## src/rtl/road_sensor_conditioner.sv

```systemverilog
// Roadside sensor front-end: siren debounce, per-road occupancy counting with
// jam hysteresis, and one-hot arbitration of the Emergency/Jam/Empty requests.
module road_sensor_conditioner #(
  parameter int CNT_W    = 6,
  parameter int JAM_TH   = 20,
  parameter int JAM_HYST = 4,
  parameter int DEB_LEN  = 4
) (
  input  logic       clk,
  input  logic       rst,
  input  logic [3:0] siren,
  input  logic [3:0] veh_in,
  input  logic [3:0] veh_out,
  output logic [3:0] Emergency,
  output logic [3:0] Jam,
  output logic [3:0] Empty
);

  localparam int DW = (DEB_LEN > 1) ? $clog2(DEB_LEN) : 1;
  localparam logic [DW-1:0]    DEB_LAST = DW'(DEB_LEN - 1);
  localparam logic [CNT_W-1:0] CNT_MAX  = {CNT_W{1'b1}};
  localparam logic [CNT_W-1:0] CNT_ZERO = {CNT_W{1'b0}};
  localparam logic [CNT_W:0]   JAM_SET  = (CNT_W+1)'(JAM_TH);
  localparam logic [CNT_W:0]   JAM_CLR  = (CNT_W+1)'(JAM_TH - JAM_HYST);

  logic [CNT_W-1:0] count_r [4];
  logic [CNT_W-1:0] count_s [4];
  logic [DW-1:0]    run_r   [4];
  logic [DW-1:0]    run_s   [4];
  logic [3:0]       deb_r, deb_s;
  logic [3:0]       jam_r, jam_s;
  logic [3:0]       empty_s;

  // Fixed priority east > north > west > south.
  function automatic logic [3:0] prio(input logic [3:0] req);
    logic [3:0] g;
    if (req[3])      g = 4'b1000;
    else if (req[2]) g = 4'b0100;
    else if (req[1]) g = 4'b0010;
    else if (req[0]) g = 4'b0001;
    else             g = 4'b0000;
    return g;
  endfunction

  // Keep the current one-hot grant while its road still requests, else re-select.
  function automatic logic [3:0] arb(input logic [3:0] grant, input logic [3:0] req);
    logic [3:0] g;
    if ((grant & req) != 4'b0000) g = grant;
    else                          g = prio(req);
    return g;
  endfunction

  // Per-road next-state: occupancy, siren debounce, jam flag and empty status.
  always_comb begin
    for (int i = 0; i < 4; i++) begin
      count_s[i] = count_r[i];
      run_s[i]   = run_r[i];
      deb_s[i]   = deb_r[i];
      jam_s[i]   = jam_r[i];
      empty_s[i] = 1'b0;

      if (veh_in[i] && !veh_out[i]) begin
        if (count_r[i] != CNT_MAX) count_s[i] = count_r[i] + 1'b1;
        else                       count_s[i] = count_r[i];
      end else if (veh_out[i] && !veh_in[i]) begin
        if (count_r[i] != CNT_ZERO) count_s[i] = count_r[i] - 1'b1;
        else                        count_s[i] = count_r[i];
      end else begin
        count_s[i] = count_r[i];
      end

      if (siren[i] != deb_r[i]) begin
        if (run_r[i] == DEB_LAST) begin
          deb_s[i] = ~deb_r[i];
          run_s[i] = {DW{1'b0}};
        end else begin
          deb_s[i] = deb_r[i];
          run_s[i] = run_r[i] + 1'b1;
        end
      end else begin
        deb_s[i] = deb_r[i];
        run_s[i] = {DW{1'b0}};
      end

      // Jam and empty look at the already-updated count, one edge after the pulse.
      if ({1'b0, count_r[i]} >= JAM_SET)     jam_s[i] = 1'b1;
      else if ({1'b0, count_r[i]} < JAM_CLR) jam_s[i] = 1'b0;
      else                                   jam_s[i] = jam_r[i];

      if (count_r[i] == CNT_ZERO) empty_s[i] = 1'b1;
      else                        empty_s[i] = 1'b0;
    end
  end

  // State and registered request outputs.
  always_ff @(posedge clk or posedge rst) begin
    if (rst) begin
      for (int i = 0; i < 4; i++) begin
        count_r[i] <= CNT_ZERO;
        run_r[i]   <= {DW{1'b0}};
      end
      deb_r     <= 4'b0000;
      jam_r     <= 4'b0000;
      Emergency <= 4'b0000;
      Jam       <= 4'b0000;
      Empty     <= 4'b0000;
    end else begin
      for (int i = 0; i < 4; i++) begin
        count_r[i] <= count_s[i];
        run_r[i]   <= run_s[i];
      end
      deb_r     <= deb_s;
      jam_r     <= jam_s;
      Emergency <= arb(Emergency, deb_r);
      Jam       <= arb(Jam, jam_s);
      Empty     <= prio(empty_s);
    end
  end

endmodule

```

## config.mk

```make
export PLATFORM = sky130hd
export DESIGN_NAME = road_sensor_conditioner
export DESIGN_NICKNAME = d
export VERILOG_FILES = /design/src/rtl/road_sensor_conditioner.sv
export SDC_FILE = /design/constraint.sdc
export NUM_CORES = 1
export LEC_CHECK = 0
export BUFFER_PORTS_ARGS = -buffer_cell sky130_fd_sc_hd__buf_4
export CAP_MARGIN = 10
export CORE_MARGIN = 8
export CORE_UTILIZATION = 60
export CTS_CLUSTER_DIAMETER = 150
export DETAILED_ROUTE_END_ITERATION = 8
export PLACE_DENSITY = 0.8
export SYNTH_ARGS = -nofsm -noshare
export SYNTH_HDL_FRONTEND = slang
export SYNTH_SLANG_ARGS = --single-unit
```

## constraint.sdc

```tcl
create_clock -name clk -period 4.9 [get_ports clk]
set_input_delay 0.98 -clock clk [delete_from_list [all_inputs] [get_ports clk]]
set_output_delay 0.98 -clock clk [all_outputs]
set_load 0.01 [all_outputs]
```

# Word-level counts from Yosys, hierarchy flattened

Cells that the tools add are included.
W data, S select, Z words.

Word-level logic and storage cells: 148
Flip-flop bits (word level): 52

Mux-type cells: 48
Reductions and logical operators: 42
Bitwise operators: 6
Equal/unequal tests: 16
Add/sub/neg operators: 12
Magnitude comparators: 8

Operator list:

| kind                  | count |
|---|---|
| $mux W6               | 16 |
| $add A6 B1 Y6 const B | 4 |
| $ge A6 B5 Y1 const B  | 4 |
| $logic_not A6 Y1      | 4 |
| $lt A6 B5 Y1 const B  | 4 |
| $ne A6 B6 Y1 const B  | 4 |
| $reduce_bool A6 Y1    | 4 |
| $sub A6 B1 Y6 const B | 4 |
| $mux W2               | 11 |
| $reduce_bool A2 Y1    | 8 |
| $mux W1               | 15 |
| $mux W4               | 3 |
| $reduce_and A3 Y1     | 4 |
| $mux W3               | 3 |
| $add A2 B1 Y2 const B | 4 |
| $and A4 B4 Y4         | 2 |
| $eq A2 B2 Y1 const B  | 4 |
| $logic_and A1 B1 Y1   | 8 |
| $logic_not A1 Y1      | 8 |
| $ne A2 B1 Y1 const B  | 4 |
| $reduce_and A2 Y1     | 4 |
| $reduce_bool A4 Y1    | 2 |
| $ne A1 B1 Y1          | 4 |
| $not A1 Y1            | 4 |

# Depth between registers and ports, before layout

Gate-level depths: netlist (run 1).

Word-level depth: 7
Depth in mapped cells: 9
Mapped depth without buffers: 9

# Worst setup path after synthesis (run 1)

OpenSTA, ideal clock, no wires.

Kind: input to register
Start point: input veh_out[2]
End point: register count_r[11] in the netlist's numbering
Data arrival time: 2.516 ns
Required time: 4.820 ns
Setup time: 0.080 ns
Slack: 2.304 ns
Stages: 9
Path through: inv_1 ha_1 inv_2 ha_1 a211o_1 a2111oi_0 a41oi_1 nand3_1 xnor2_1

Word-level cells in the longest chain between the ends: 4
Elaborated cells between the ends (all ways): 8
Classes of those cells: eq/ne (1); mux (1); reduce/logical (6)

Ends and longest elaborated chain:

| what                                                         | line | RTL |
|---|---|---|
| from (decl)                                                  | 13   | `input logic [3:0] veh_out,` |
| $logic_not A1 Y1                                             | 62   | `if (veh_in[i] && !veh_out[i]) begin` |
| $logic_and A1 B1 Y1                                          | 62   |  |
| $ne A2 B1 Y1 (no line) or $reduce_bool A2 Y1 (tied branches) | -    |  |
| $reduce_and A3 Y1 (no line)                                  | -    |  |
| to (signal, indexed assignment)                              | 109  | `count_r[i] <= count_s[i];` |
| to (decl)                                                    | 26   | `logic [CNT_W-1:0] count_r [4];` |

Several ways; a longest one is shown, not always the timed one.
A chain may end at the register's enable or synchronous reset.

# Final worst setup path (run 1)

Start point: input veh_out[3]
End point: register count_r[5] in the netlist's numbering

The elaborated chain is that of the path after synthesis.

==> impl_metrics.toml, run 1 <==
[clock_network]
cts-hold-fix-buffers = 0
clock_latency_ns = 0.30
tritoncts = "done"
cts_max_level = 2
post_cts.repair.setup_buffers = 0
root_buffer = "clkbuf_8"
clockBufferDepth = 2
cts_buffers = 5
cts_resized = 0
clk_pin_slew_ns = 0.10
cts_sinks = 52

[timing]
slew_headroom_pct = 30.84
finalSetupTns_ns = 0
finalCriticalPeriod_ns = 2.569
drv_slew = 0
rsz0062_at_grt = "no"
fin_skew_ns = 0.01109
finalSetupViolCount = 0
hold_ws_ns = 0.4447
hold_viol_final = 0
max_freq_mhz = 389.2
worst_slew_pin_slew_ns = 1.036
fin_crit_sh_pct = 52.43

[logic_synthesis]
postSynth.asyncResetShare_pct = 100.0
synth.most_common_cell = "dfrtp_1"
synth_sequential_area_ratio_pct = 44.18
synth_edf_count = 0
synthCells = 267
synth.area.top_cells = "dfrtp_1 44%, ha_1 11%, xnor2_1 4.8%, mux2_1 3.8%, fa_1 2.7%"
syn-mean-instance-area_sq_um = 11.03
yosys_warnings = 0
synth_top_area_share_pct = 44.18
synth_common_cells = "52 x dfrtp_1, 25 x ha_1, 17 x inv_1"
ys.flop_type = "dfrtp_1"
synth_area_leader_cell = "dfrtp_1"
ys_seq_elements = 52
synth_cell_types = 46
syn-num-nets = 310
netlist_area_sq_um = 2945

[placed_design]
gp_congestion = 0.8415
dpl_cell_area_sq_um = 3206
post-dp-hpwl_um = 4012
port_buffers = 25

[finish]
stdcell_area_sq_um = 3317
n_antenna_cell = 0
areaGrowthSynthToFinish_pct = 12.62
seq_area_sq_um = 1301
utilization_pct = 70.23
multi_input_area_sq_um = 1565
finalNetCount = 341
n_fill_cell = 359
drive_above_1_share_pct = 15.38

[power]
p_total_w = 0.002078
ir_worst_vdd_mv = 0.3478
p_per_area_nw_per_um2 = 626.4
p_leak_nw = 1.513

[global_routing]
grt_pass1_wl_um = 9239
grt_max_degree = 53
antenna_found_initial = 0
grt_util_all_layers_pct = 15.46
grt_pass1_vias = 2030
grt_overflow = 0

[drt]
vias = 2066
avgViaCountPerCell = 5.645
route.detailed.drc = 0
postRouteAntennaNets = 0
totalWireLength_um = 5216
first_pass_iters = 4
drtIter0Drc = 61
wl_per_cell_um = 14.25

[worst_setup_path]
cp-start-kind = "input pin"
arrival_ns = 2.80
worstPathRequired_ns = 5.13
critical_path_class = "input pin to flip-flop"
endpoint_kind = "flip-flop"
cp_max_fo = 6

[floorplan]
rows = 25
core_sq_um = 4723
io_pins = 26
dieArea_sq_um = 7407
die_x_um = 86.07
die_h_um = 86.07
start_util_pct = 62.36

[flow_run]
maxCapViolCount = 0

[outcome]
outcome = "finished, final reports clean"

[hold_path]
hp-class = "flip-flop to flip-flop"
## worst max-delay path: stages
cell and delay, ns:
buf_4 0.10, inv_1 0.05, ha_1 0.21, inv_1 0.15, ha_1 0.31, a211oi_1 0.31, o21bai_1 0.13, a21oi_1 0.19
mux2i_1 0.24, xnor2_1 0.13
## where the power goes
part           switching, W  internal (W)
combinational      0.000457      0.000492
sequential         0.000217      0.000621
clock              0.000140      0.000151
total              0.000814       0.00126
## cell type report
type	count	area share (%)
sequential	52	39.23
timing repair buffer	25	5.658
tap	67	2.527
clock inverter	3	1.283
multi-input combinational	196	47.19
clock buffer	5	2.075
inverter	18	2.037
## cells in the final DEF, fill, tap and decap left out, types with 5 or more instances in the layout
cell type  count
a21o_1         8
a21oi_1       15
buf_4         25
clkbuf_8       5
dfrtp_1       52
ha_1          25
inv_1         16
mux2_1        10
nand2_1       14
nand2b_1       5
nand3_1        6
nor2_1        13
nor2b_1        6
nor3_1        10
o31ai_1        5
xnor2_1       16
## final timing paths
kind / start / to / slack [ns] / cells after the start
worst min-delay path: run_r[6]$_DFF_PP0_ / run_r[6]$_DFF_PP0_ / 0.44 / 1
worst max-delay path: veh_out[3] / count_r[5]$_DFFE_PP0P_ / 2.33 / 10
max in group asynchronous: rst / Jam[1]$_DFFE_PP0N_ / 3.32 / 2
worst min register to register: run_r[6]$_DFF_PP0_ / run_r[6]$_DFF_PP0_ / 0.44 / 1
min in group asynchronous: rst / run_r[6]$_DFF_PP0_ / 0.93 / 2
worst max register to register: count_r[2]$_DFFE_PP0P_ / count_r[4]$_DFFE_PP0P_ / 2.96 / 4
## stage by stage
| stage | std cells | setup slack, ns |
|---|---|---|
| 2_1_floorplan | 267 | 2.304 |
| 3_3_place_gp | 358 | 2.075 |
| 3_5_place_dp | 358 | 2.015 |
| 4_1_cts | 366 | 2.343 |
| 5_1_grt | 366 | 2.179 |
| 6_report | 366 | 2.331 |
## flip-flops by register name (all words and copies together) (netlist names)
register   flops
Emergency      4
Empty          4
Jam            4
count_r       24
deb_r          4
jam_r          4
run_r          8
## logic make-up after synthesis
| group | Yosys count | synth area share [%] |
|---|---|---|
| buffers and inverters | 19 | 2.676 |
| and+or+nand+nor | 70 | 12.96 |
| xor gates and xnor gates | 20 | 5.947 |
| muxes | 19 | 7.349 |
| AOI/OAI and AO/OA | 58 | 13.55 |
| DFF | 52 | 44.18 |
| adders and majority gates | 29 | 13.34 |
## metal layers
layer	track usage (%)	vias up	wire, um	share of wire (%)
met5	0	-	0	0
met4	6.529	0	85	1.6
met3	4.298	6	282	5.4
met2	23.93	39	2377	46
met1	19.70	987	2471	47
li1	-	1034	-	-
Note: power is estimated with default switching activity, not from simulation.
==> run 2, diff against run 1 <==
- CORE_UTILIZATION: 60 -> 54
- PLACE_DENSITY: 0.8 -> 0.76
- clock period: 4.9 -> 2.15 ns (I/O delays scaled with it)
==> run 2 against run 1 <==
Against the previous run:
- cell area rose by 4.1%
- clock skew fell by 0.0034 ns
- setup slack got worse by 2.1 ns
- clock power rose by 91%
- via count rose by 4.8%
- combinational power rose by 140%
- count of clock-buffer cells in the layout did not move
- total power rose by 130%
- sequential share of layout area fell by 1.5 points
- die area rose by 9.0%
- global-route usage fell by 1.2 points
- non-clock buffer count rose by 18
- critical path type unchanged
- critical endpoint unchanged
- largest cell class unchanged
- highest routed layer unchanged
==> impl_metrics.toml, run 2 (synthesis gave the netlist of run 1 again) <==
[clock_network]
cts_max_level = 2
root_buffer = "clkbuf_8"
cts_sinks = 52
cts_resized = 0
clock_latency_ns = 0.30
clk_pin_slew_ns = 0.09
tritoncts = "done"
cts-hold-fix-buffers = 0
cts_buffers = 5
clockBufferDepth = 2
post_cts.repair.setup_buffers = 0

[finish]
instances_no_fill = 389
final_cell_mix = "52 x dfrtp_1, 42 x buf_4, 25 x ha_1"
final_common_cell = "dfrtp_1"
largestRegisters = "count_r x24, run_r x8"
n_antenna_cell = 0
regMostFlops = "count_r"
n_fill_cell = 441
largest_reg_flops = 24
drive_above_1_share_pct = 20.19
areaGrowthSynthToFinish_pct = 17.20
finalNetCount = 359

[drt]
drtIter0Drc = 87
postRouteAntennaNets = 0
route.detailed.drc = 0
vias = 2166
avgViaCountPerCell = 5.568
totalWireLength_um = 5448
wl_per_cell_um = 14.01
first_pass_iters = 4

[power]
ir_worst_vdd_mv = 0.6861
p_per_area_nw_per_um2 = 1375
p_total_w = 0.004747
p_leak_nw = 1.592

[placed_design]
post-dp-hpwl_um = 4156
gp_congestion = 0.8024
dp.cells = 381
port_buffers = 25
pre_cts_ws_ns = -0.07062

[floorplan]
core_sq_um = 5371
die_h_um = 89.86
die_x_um = 89.86
start_util_pct = 54.83
rows = 27
dieArea_sq_um = 8074
io_pins = 26

[worst_setup_path]
worstPathRequired_ns = 2.38
cpPeakStageDelay_ns = 0.32
path_delay_family = "compound AO/OA/AOI/OAI gates"
worst_path_max_delay_cell = "a211oi_1"
critPathBufInv = 3
critical_path_class = "input pin to flip-flop"
cp-start-kind = "input pin"
cp_cell_sequence = "buf_4 -> inv_1 -> ha_1 -> inv_1 -> ha_1 -> a211oi_1 -> o21bai_1 -> a21oi_1 -> mux2i_1 -> xnor2_1"
endpoint_kind = "flip-flop"
cp_max_fo = 3
arrival_ns = 2.12

[timing]
drv_slew = 0
worst_slew_pin_slew_ns = 0.5470
hold_viol_final = 0
rsz0062_at_grt = "no"
worst_slack_ns = 0.2609
fin_crit_sh_pct = 87.87
finalCriticalPeriod_ns = 1.889
fin_skew_ns = 0.007707
slew_headroom_pct = 63.53
finalSetupViolCount = 0
max_freq_mhz = 529.3

[global_routing]
grt_pass1_wl_um = 9722
grt_overflow = 0
grt_util_all_layers_pct = 14.24
grt_max_degree = 53
antenna_found_initial = 0
grt_pass1_vias = 2172

[hold_path]
hp-class = "input pin to async pin"

[flow_run]
maxCapViolCount = 0

[outcome]
outcome = "finished, final reports clean"
-- run 2: final timing paths --
| path | from | slack [ns] | cells after the start | endpoint |
|---|---|---|---|---|
| min in group clk | siren[1] | 0.35 | 3 | deb_r[1]$_DFFE_PP0P_ |
| worst min register to register | run_r[4]$_DFF_PP0_ | 0.44 | 1 | run_r[4]$_DFF_PP0_ |
| max in group asynchronous | rst | 1.76 | 3 | count_r[4]$_DFFE_PP0P_ |
| worst max register to register | count_r[1]$_DFFE_PP0P_ | 0.28 | 6 | count_r[5]$_DFFE_PP0P_ |
| worst max-delay path | veh_out[3] | 0.26 | 10 | count_r[5]$_DFFE_PP0P_ |
| worst min-delay path | rst | 0.16 | 3 | Empty[2]$_DFF_PP0_ |
-- run 2: through the flow --
step	hold WS [ns]	utilization, %	area (sq um)	setup TNS [ns]
global placement	0.4236	62.54	3359	0
global route	0.1883	64.27	3452	0
finish	0.1622	64.27	3452	0
detailed placement	0.4303	62.54	3359	-0.1843
floorplan	0.4144	-	2945	0
CTS	0.1725	64.27	3452	0
-- run 2: report_power, final --
part           total [W]  leakage [nW]  internal [W]  switching [W]
combinational    0.00229         0.923       0.00121        0.00107
sequential       0.00190         0.628       0.00142       0.000489
clock           0.000555        0.0404      0.000231       0.000324
-- run 2: worst reg2reg max path, stage by stage (launching register included) --
cell and delay (ns):
dfrtp_1 0.44, ha_1 0.33, a211oi_1 0.32, o21bai_1 0.12, a21oi_1 0.18, mux2i_1 0.27
xnor2_1 0.14
-- run 2: layer usage --
metal	up-vias	GRT usage [%]	share of wire [%]
met2	35	23.80	49
met5	-	0	0
met4	0	5.132	1.4
met1	1046	17.60	46
li1	1076	-	-
met3	9	3.159	3.2
-- run 2: layout make-up --
| cell class | instances | area [sq um] | area share [%] |
|---|---|---|---|
| timing repair buffer | 43 | 335.3 | 9.714 |
| tap | 72 | 90.09 | 2.610 |
| clock inverter | 3 | 23.77 | 0.6887 |
| inverter | 18 | 67.56 | 1.957 |
| sequential | 52 | 1301 | 37.69 |
| clock buffer | 5 | 68.82 | 1.993 |
| multi-input combinational | 196 | 1565 | 45.34 |
==> run 3, diff against run 2 <==
- CORE_UTILIZATION: 54 -> 59
- PLACE_DENSITY: 0.76 -> 0.79
- SETUP_SLACK_MARGIN: default -> 0.02
- clock period: 2.15 -> 1.99 ns (I/O delays scaled with it)
==> run 3 against run 2 <==
Against the previous run:
- register-to-register slack lost 0.15 ns
- final cell count grew 3.6%
- count of clock-buffer cells in the layout increased by 2
- cell area grew 4.3%
- via count increased by 3.6%
- clock skew shrank 0.0018 ns
- largest power group unchanged
==> impl_metrics.toml, run 3 (synthesis gave the netlist of run 1 again) <==
[outcome]
outcome = "finished, final reports clean"

[placed_design]
gp_congestion = 0.9019
port_buffers = 25
post-dp-hpwl_um = 4552
pre_cts_ws_ns = -0.1478

[power]
p_leak_nw = 1.688
p_per_area_nw_per_um2 = 1494
ir_worst_vdd_mv = 0.8521

[finish]
final_cell_mix = "61 x buf_4, 52 x dfrtp_1, 25 x ha_1"
n_antenna_cell = 0
largestRegisters = "count_r x24, run_r x8"
drive_above_1_share_pct = 25.30
largest_reg_flops = 24
final_common_cell = "buf_4"
areaGrowthSynthToFinish_pct = 22.26
n_fill_cell = 346
finalNetCount = 378
regMostFlops = "count_r"

[drt]
vias = 2244
drtIter0Drc = 116
first_pass_iters = 5
wl_per_cell_um = 14.42
avgViaCountPerCell = 5.568
postRouteAntennaNets = 0
route.detailed.drc = 0
totalWireLength_um = 5810

[global_routing]
met3_usage_pct = 3.686
grt_max_degree = 53
grt_overflow = 0
grtUsageMet2_pct = 28.61
antenna_found_initial = 0
grt_util_all_layers_pct = 17.37
grt_util_met1_pct = 21.20
grt.busiest_layer = "met2"
grt_pass1_wl_um = 10430
grt_pass1_vias = 2354

[clock_network]
clockBufferDepth = 2
root_buffer = "clkbuf_8"
cts_sinks = 52
cts-hold-fix-buffers = 0
clock_latency_ns = 0.30
cts_buffers = 5
tritoncts = "done"
clk_pin_slew_ns = 0.09
cts_max_level = 2

[worst_setup_path]
arrival_ns = 2.06
worstPathRequired_ns = 2.19
cp-start-kind = "flip-flop"
cp_max_fo = 5
critical_path_class = "flip-flop to flip-flop"
endpoint_kind = "flip-flop"

[floorplan]
start_util_pct = 61.95
rows = 25
io_pins = 26
dieArea_sq_um = 7509
core_sq_um = 4755
die_h_um = 86.66
die_x_um = 86.66

[timing]
slew_headroom_pct = 61.02
fin_crit_sh_pct = 93.44
hold_ws_ns = 0.1287
drv_slew = 0
max_freq_mhz = 537.8
rsz0062_at_grt = "no"
worst_slack_ns = 0.1306
worst_slew_pin_slew_ns = 0.5847
finalCriticalPeriod_ns = 1.859
hold_viol_final = 0
finalSetupViolCount = 0
fin_skew_ns = 0.005910

[flow_run]
maxCapViolCount = 0

[hold_path]
hp-class = "input pin to async pin"
## run 3: area by class of cell
cell class	instances	area [sq um]	share of cell area, %
timing repair buffer	62	478.0	13.27
multi-input combinational	196	1577	43.78
inverter	18	67.56	1.876
sequential	52	1301	36.14
clock buffer	7	86.33	2.398
tap	67	83.83	2.328
clock inverter	1	7.507	0.2085
## run 3: path summary, 6_finish.rpt
kind,startpoint,to,slack [ns],cells past startpoint
setup / recovery,count_r[13]$_DFFE_PP0P_,count_r[16]$_DFFE_PP0P_,0.13,5
hold / removal,rst,count_r[20]$_DFFE_PP0P_,0.13,3
setup reg to reg,count_r[13]$_DFFE_PP0P_,count_r[16]$_DFFE_PP0P_,0.13,5
hold reg to reg,run_r[2]$_DFF_PP0_,run_r[2]$_DFF_PP0_,0.44,1
max in group asynchronous,rst,count_r[21]$_DFFE_PP0P_,1.63,3
min in group clk,siren[1],deb_r[1]$_DFFE_PP0P_,0.33,3
## run 3: routing by layer
metal,vias up,share of wire (%)
li1,1103,-
met1,1090,45
met2,42,49
met3,9,4.3
met4,0,1.9
met5,-,0
## run 3: worst max-delay path, cell delays in order (launching register included)
cell and delay, ns:
dfrtp_1 0.43, or4_4 0.56, nor3_2 0.16, a21oi_1 0.13, nor2b_4 0.18, mux2_4 0.30
## run 3: timing repair
item / 4_1_cts / 5_1_grt
endpoints found under the setup margin: 0 / 1
setup buffers: 0 / 0
resized for setup: 0 / 1
## run 3: power by group
group	internal, W	switching [W]	total [W]
clock network	0.000283	0.000331	0.000614
registers	0.00153	0.000511	0.00204
logic	0.00148	0.00124	0.00272
total	0.00329	0.00209	0.00538
## run 3: per-stage QoR
step | power (W) | area [sq um] | setup TNS [ns] | utilization [%] | cells
3_3_place_gp | 0.004651 | 3507 | -0.3153 | 73.76 | 395
5_1_grt | 0.005871 | 3601 | 0 | 75.74 | 403
3_5_place_dp | 0.004791 | 3507 | -0.7637 | 73.76 | 395
2_1_floorplan | 0.003841 | 2957 | 0 | - | 267
6_report | 0.005379 | 3601 | 0 | 75.74 | 403
4_1_cts | 0.005422 | 3601 | 0 | 75.74 | 403
